<file path="src/rtl/acfa_mem_map_pkg.sv">
// Shared memory-map constants, address type and DMA engine state encoding.
// The protected-region constants are the same ones the RoT monitors use.
package acfa_mem_map_pkg;

  typedef logic [15:0] addr_t;

  localparam addr_t SDATA_BASE = 16'h0B00;
  localparam addr_t SDATA_SIZE = 16'h0C00;
  localparam addr_t CTR_BASE   = 16'hFFC0;
  localparam addr_t CTR_SIZE   = 16'h001F;

  typedef enum logic [2:0] {
    ST_IDLE = 3'd0,
    ST_RD   = 3'd1,
    ST_WR   = 3'd2,
    ST_FIN  = 3'd3,
    ST_ABT  = 3'd4
  } dma_state_e;

  // Half-open [base, base+size) membership, evaluated in 17 bits so a region
  // touching the top of the address space cannot wrap.
  function automatic logic in_region(input addr_t a, input addr_t base, input addr_t size);
    logic [16:0] lo;
    logic [16:0] hi;
    logic [16:0] x;
    lo = {1'b0, base};
    hi = {1'b0, base} + {1'b0, size};
    x  = {1'b0, a};
    return (x >= lo) && (x < hi);
  endfunction

endpackage

</file>
<file path="src/rtl/dma_range_guard.sv">
// Combinational protected-region check: flags an address that falls inside
// either the stack/data region or the counter region.
import acfa_mem_map_pkg::*;

module dma_range_guard #(
  parameter addr_t R0_BASE = SDATA_BASE,
  parameter addr_t R0_SIZE = SDATA_SIZE,
  parameter addr_t R1_BASE = CTR_BASE,
  parameter addr_t R1_SIZE = CTR_SIZE
) (
  input  logic [15:0] addr,
  output logic        hit
);

  assign hit = in_region(addr, R0_BASE, R0_SIZE) || in_region(addr, R1_BASE, R1_SIZE);

endmodule

</file>
<file path="src/rtl/dma_copy_master.sv">
// Word-copy DMA initiator: one read beat then one write beat per 16-bit word.
// Optional build macro DMA_COPY_GUARD_EN: checks each beat address against the
// protected regions before issuing it and aborts instead of touching them.
import acfa_mem_map_pkg::*;

module dma_copy_master #(
  parameter int LEN_W = 16
) (
  input  logic             clk,
  input  logic             reset_n,
  input  logic             start,
  input  logic [15:0]      cfg_src,
  input  logic [15:0]      cfg_dst,
  input  logic [LEN_W-1:0] cfg_len,
  input  logic             rot_kill,
  output logic             busy,
  output logic             done,
  output logic             err,
  output logic [15:0]      dma_addr,
  output logic             dma_en,
  output logic             dma_we,
  output logic [15:0]      dma_dout,
  input  logic [15:0]      dma_din,
  input  logic             dma_ready
);

  dma_state_e       state_q, state_d;
  addr_t            src_q, dst_q;
  logic [LEN_W-1:0] cnt_q;
  logic [15:0]      data_q;
  logic             err_q;
  logic             src_ovf_q;

  logic accept, rd_done, wr_done;
  logic src_hit, dst_hit;

  assign accept  = (state_q == ST_IDLE) && start && !rot_kill;
  assign rd_done = (state_q == ST_RD) && dma_ready && !rot_kill;
  assign wr_done = (state_q == ST_WR) && dma_ready && !rot_kill;

`ifdef DMA_COPY_GUARD_EN
  addr_t guard_src, guard_dst;

  // In IDLE the guards look at the incoming job; afterwards at the next beat addresses.
  assign guard_src = (state_q == ST_IDLE) ? (cfg_src & 16'hFFFE) : src_q;
  assign guard_dst = (state_q == ST_IDLE) ? (cfg_dst & 16'hFFFE) : dst_q;

  dma_range_guard u_guard_src (.addr(guard_src), .hit(src_hit));
  dma_range_guard u_guard_dst (.addr(guard_dst), .hit(dst_hit));
`else
  assign src_hit = 1'b0;
  assign dst_hit = 1'b0;
`endif

  // Next-state selection; kill wins over everything outside IDLE.
  always_comb begin
    state_d = state_q;
    case (state_q)
      ST_IDLE: begin
        if (accept) begin
          if (cfg_len == '0)          state_d = ST_FIN;
          else if (src_hit || dst_hit) state_d = ST_ABT;
          else                         state_d = ST_RD;
        end
      end
      ST_RD: begin
        if (rot_kill)       state_d = ST_ABT;
        else if (dma_ready) state_d = dst_hit ? ST_ABT : ST_WR;
      end
      ST_WR: begin
        if (rot_kill) state_d = ST_ABT;
        else if (dma_ready) begin
          if (cnt_q == LEN_W'(1))                   state_d = ST_FIN;
          else if (src_ovf_q || dst_q == 16'hFFFE) state_d = ST_ABT;
          else if (src_hit)                         state_d = ST_ABT;
          else                                      state_d = ST_RD;
        end
      end
      ST_FIN:  state_d = rot_kill ? ST_ABT : ST_IDLE;
      ST_ABT:  state_d = rot_kill ? ST_ABT : ST_IDLE;
      default: state_d = ST_IDLE;
    endcase
  end

  // State, address/count bookkeeping, read-data capture and sticky error.
  always_ff @(posedge clk or negedge reset_n) begin
    if (!reset_n) begin
      state_q   <= ST_IDLE;
      src_q     <= '0;
      dst_q     <= '0;
      cnt_q     <= '0;
      data_q    <= '0;
      err_q     <= 1'b0;
      src_ovf_q <= 1'b0;
    end else begin
      state_q <= state_d;
      if (state_d == ST_ABT) err_q <= 1'b1;
      else if (accept)       err_q <= 1'b0;
      if (accept) begin
        src_q     <= cfg_src & 16'hFFFE;
        dst_q     <= cfg_dst & 16'hFFFE;
        cnt_q     <= cfg_len;
        src_ovf_q <= 1'b0;
      end
      if (rd_done) begin
        data_q    <= dma_din;
        src_q     <= src_q + 16'd2;
        src_ovf_q <= (src_q == 16'hFFFE);
      end
      if (wr_done) begin
        dst_q <= dst_q + 16'd2;
        cnt_q <= cnt_q - LEN_W'(1);
      end
    end
  end

  // Bus and status outputs decode straight from state so reset releases the bus at once.
  always_comb begin
    dma_en   = (state_q == ST_RD) || (state_q == ST_WR);
    dma_we   = (state_q == ST_WR);
    dma_addr = '0;
    if (state_q == ST_RD) dma_addr = src_q;
    if (state_q == ST_WR) dma_addr = dst_q;
    dma_dout = data_q;
    busy     = dma_en;
    done     = (state_q == ST_FIN);
    err      = err_q;
  end

endmodule

</file>
<file path="config.mk">
export PLATFORM = sky130hd
export DESIGN_NAME = dma_copy_master
export DESIGN_NICKNAME = d
export VERILOG_FILES = /design/src/rtl/acfa_mem_map_pkg.sv /design/src/rtl/dma_range_guard.sv /design/src/rtl/dma_copy_master.sv
export SDC_FILE = /design/constraint.sdc
export NUM_CORES = 1
export LEC_CHECK = 0
export CAP_MARGIN = 25
export CORE_MARGIN = 5
export CORE_UTILIZATION = 40
export CTS_BUF_LIST = sky130_fd_sc_hd__clkbuf_8 sky130_fd_sc_hd__clkbuf_16
export DETAILED_ROUTE_END_ITERATION = 12
export PLACE_DENSITY_LB_ADDON = 0.3
export SLEW_MARGIN = 25
export SYNTH_ARGS = -nofsm -noshare
export SYNTH_HDL_FRONTEND = slang
export SYNTH_HIERARCHICAL = 1
export SYNTH_SLANG_ARGS = --single-unit
</file>
<file path="constraint.sdc">
create_clock -name clk -period 4.5 [get_ports clk]
set_clock_uncertainty 0.05 [all_clocks]
set_input_delay 0.9 -clock clk [delete_from_list [all_inputs] [get_ports clk]]
set_output_delay 0.9 -clock clk [all_outputs]
set_load 0.01 [all_outputs]
</file>
==> results.sh <==
export IMPL_netlist_top_cell_by_area="dfrtp_1"
export IMPL_io_buffers=102
export IMPL_synthFlopType="dfrtp_1"
export IMPL_cts_buffer_depth=2
export IMPL_grt_max_degree=39
export IMPL_critPathMaxFanout=14
export IMPL_worstPathRequired_ps=3550
export IMPL_htree_levels=3
export IMPL_rows=35
export IMPL_synth_edf_count=0
export IMPL_numCtsBuffers=9
export IMPL_syn_to_final_growth_pct=34.1
export IMPL_tightestPinTransition_ps=770
export IMPL_cp_arrival_ps=2600
export IMPL_drt_iter0_drc=145
export IMPL_diodes=0
export IMPL_finalSetupTns_ps=0
export IMPL_antenna_found_initial=0
export IMPL_dr_total_vias=3764
export IMPL_cts_resized=0
export IMPL_finalCritPeriodShare_pct=78.8
export IMPL_p_leak_nw=2.05
export IMPL_slew_headroom_pct=48.5
export IMPL_clk_latency_ps=350
export IMPL_power_density_nw_per_um2=467
export IMPL_path_clk_slew_ps=80
export IMPL_die_w_um=107
export IMPL_grt_overflow=0
export IMPL_gp_congestion=0.857
export IMPL_multi_input_area_um2=1920
export IMPL_utilization_pct=54.7
export IMPL_wl_um=11400
export IMPL_cts_sinks=67
export IMPL_fmax_mhz=282
export IMPL_grt_pass1_wl_um=18600
export IMPL_final_max_slew_viol_count=0
export IMPL_async_reset_ff_share_pct=100
export IMPL_start_util_pct=40.8
export IMPL_netlist_area_leader_share_pct=44.7
export IMPL_synth_area_per_cell_um2=8.67
export IMPL_critPathCaptureType="output pin"
export IMPL_ys_top_cells_by_area="dfrtp_1 (45%), nand2_1 (8.3%), nor2_1 (3.6%)"
export IMPL_regArea_um2=1680
export IMPL_ys_warn_count=6
export IMPL_syn_nets=506
export IMPL_io_pins=106
export IMPL_first_pass_iters=4
export IMPL_fp_dieH_um=107
export IMPL_num_nets_final=599
export IMPL_drc=0
export IMPL_root_buffer="clkbuf_8"
export IMPL_cp_start_kind="register"
export IMPL_dpl_hpwl_um=8210
export IMPL_coreArea_um2=9200
export IMPL_rsz0062_at_grt="no"
export IMPL_setup_violations=0
export IMPL_dieArea_um2=11400
export IMPL_min_path_type="reg -> reg"
export IMPL_yosysSeqAreaShare_pct=44.7
export IMPL_cts_setup_buffers=0
export IMPL_cts_tree="built"
export IMPL_peakVddDrop_v=0.000328
export IMPL_worstSetupPathType="reg -> out"
export IMPL_synth_cells=433
export IMPL_r2r_slack_ps=1950
export IMPL_grt_pass1_vias=3822
export IMPL_final_hold_viol_count=0
export IMPL_via_per_inst=5.87
export IMPL_finalCriticalPeriod_ps=3550
export IMPL_drive_above_1_share_pct=5.28
export IMPL_cts_hold_buf=0
export IMPL_drv_cap=0
export IMPL_synth_seq_cells=67
export IMPL_outcome="completed"
export IMPL_wl_per_cell_um=17.7
export IMPL_ys_types=48
export IMPL_gr_usage_all_layers_pct=20.5
export IMPL_synth_cell_area_um2=3750
export IMPL_final_antenna_net_count=0
export IMPL_fillCellCount=851
==> metal layers <==
metal,global-route usage [%],wire (µm)
met1,26.4,4830
met3,6.86,1060
met4,8.86,245
met5,0,0
met2,31.4,5240
==> cell usage in the layout (no fill, tap or decap), types with 12 or more instances in the layout <==
| cell | netlist | routed |
|---|---|---|
| clkdlybuf4s50_1 | 0 | 101 |
| nand2_1 | 83 | 83 |
| dfrtp_1 | 67 | 67 |
| nor2_1 | 36 | 34 |
| nand3_1 | 20 | 20 |
| inv_1 | 14 | 18 |
| o21ai_0 | 15 | 15 |
| a211oi_1 | 13 | 13 |
| or4_1 | 12 | 12 |
| or3_1 | 12 | 12 |
| nor4_1 | 12 | 12 |
==> registers in the layout, summed over array words and instances (netlist names) <==
signal and count:
dst_q 15, cnt_q 16, err 1, src_q 15
dma_dout 16, state_q 3, src_ovf_q 1
==> cells by family (layout without fill, tap and decap cells) <==
logic type               after synthesis  count (layout)  synth area share [%]
AND/OR/NAND/NOR                      217             217                  28.5
AO/OA/AOI/OAI                        104             104                  20.9
flip-flops                            67              67                  44.7
buffers and inverters                 40             137                  4.47
adder cells (fa/ha/maj)                4               4                  1.33
other                                  1               1                0.0999
==> final timing paths <==
check / start / end / cells after the start
max in group asynchronous: reset_n / src_q[2]$_DFFE_PN0P_ / 2
worst min register to register: dma_dout[0]$_DFFE_PN0P_ / dma_dout[0]$_DFFE_PN0P_ / 2
min in group asynchronous: reset_n / cnt_q[14]$_DFFE_PN0P_ / 1
worst max register to register: state_q[2]$_DFF_PN0_ / dst_q[15]$_DFFE_PN0P_ / 4
worst min-delay path: dma_dout[0]$_DFFE_PN0P_ / dma_dout[0]$_DFFE_PN0P_ / 2
worst max-delay path: state_q[1]$_DFF_PN0_ / dma_addr[4] / 5
==> worst max-delay path: stages (launching register included) <==
cell             delay [ps]
dfrtp_1                 500
or3b_1                  510
inv_1                   370
nand2_1                 130
o21ai_0                 130
clkdlybuf4s50_1         600
==> report_power, final <==
group	switching, mW	leakage [nW]	internal (mW)	total [mW]
logic	0.392	1.14	0.429	0.821
registers	0.234	0.810	0.818	1.05
clock network	0.232	0.100	0.245	0.478
total	0.858	2.05	1.49	2.35
==> through the flow <==
step / worst slack (ps) / hold slack (ps) / instances / instance area (µm²) / total power, mW
after detailed placement: 961 / 412 / 626 / 4860 / 1.88
after global routing: 818 / 452 / 641 / 5030 / 2.52
final: 953 / 424 / 641 / 5030 / 2.35
after global placement: 989 / 407 / 626 / 4860 / 1.85
after floorplan: 1720 / 423 / 433 / 3750 / 1.45
after CTS: 975 / 429 / 641 / 5030 / 2.37
==> area by class of cell <==
cell class,count,area share [%]
clock inverters,6,1.04
well taps,111,2.76
repair buffers,108,21.3
multi-input cells,326,38.1
inverters,14,1.04
clock buffers,9,2.46
flip-flops and latches,67,33.3
==> Yosys cell counts (12+ instances only) <==
library cell / number
inv_1: 14
dfrtp_1: 67
nand3_1: 20
nor2_1: 36
a211oi_1: 13
nand2_1: 83
o21ai_0: 15
or3_1: 12
clkbuf_1: 19
nor4_1: 12
or4_1: 12
No activity file was read; power rests on OpenSTA's default activity.
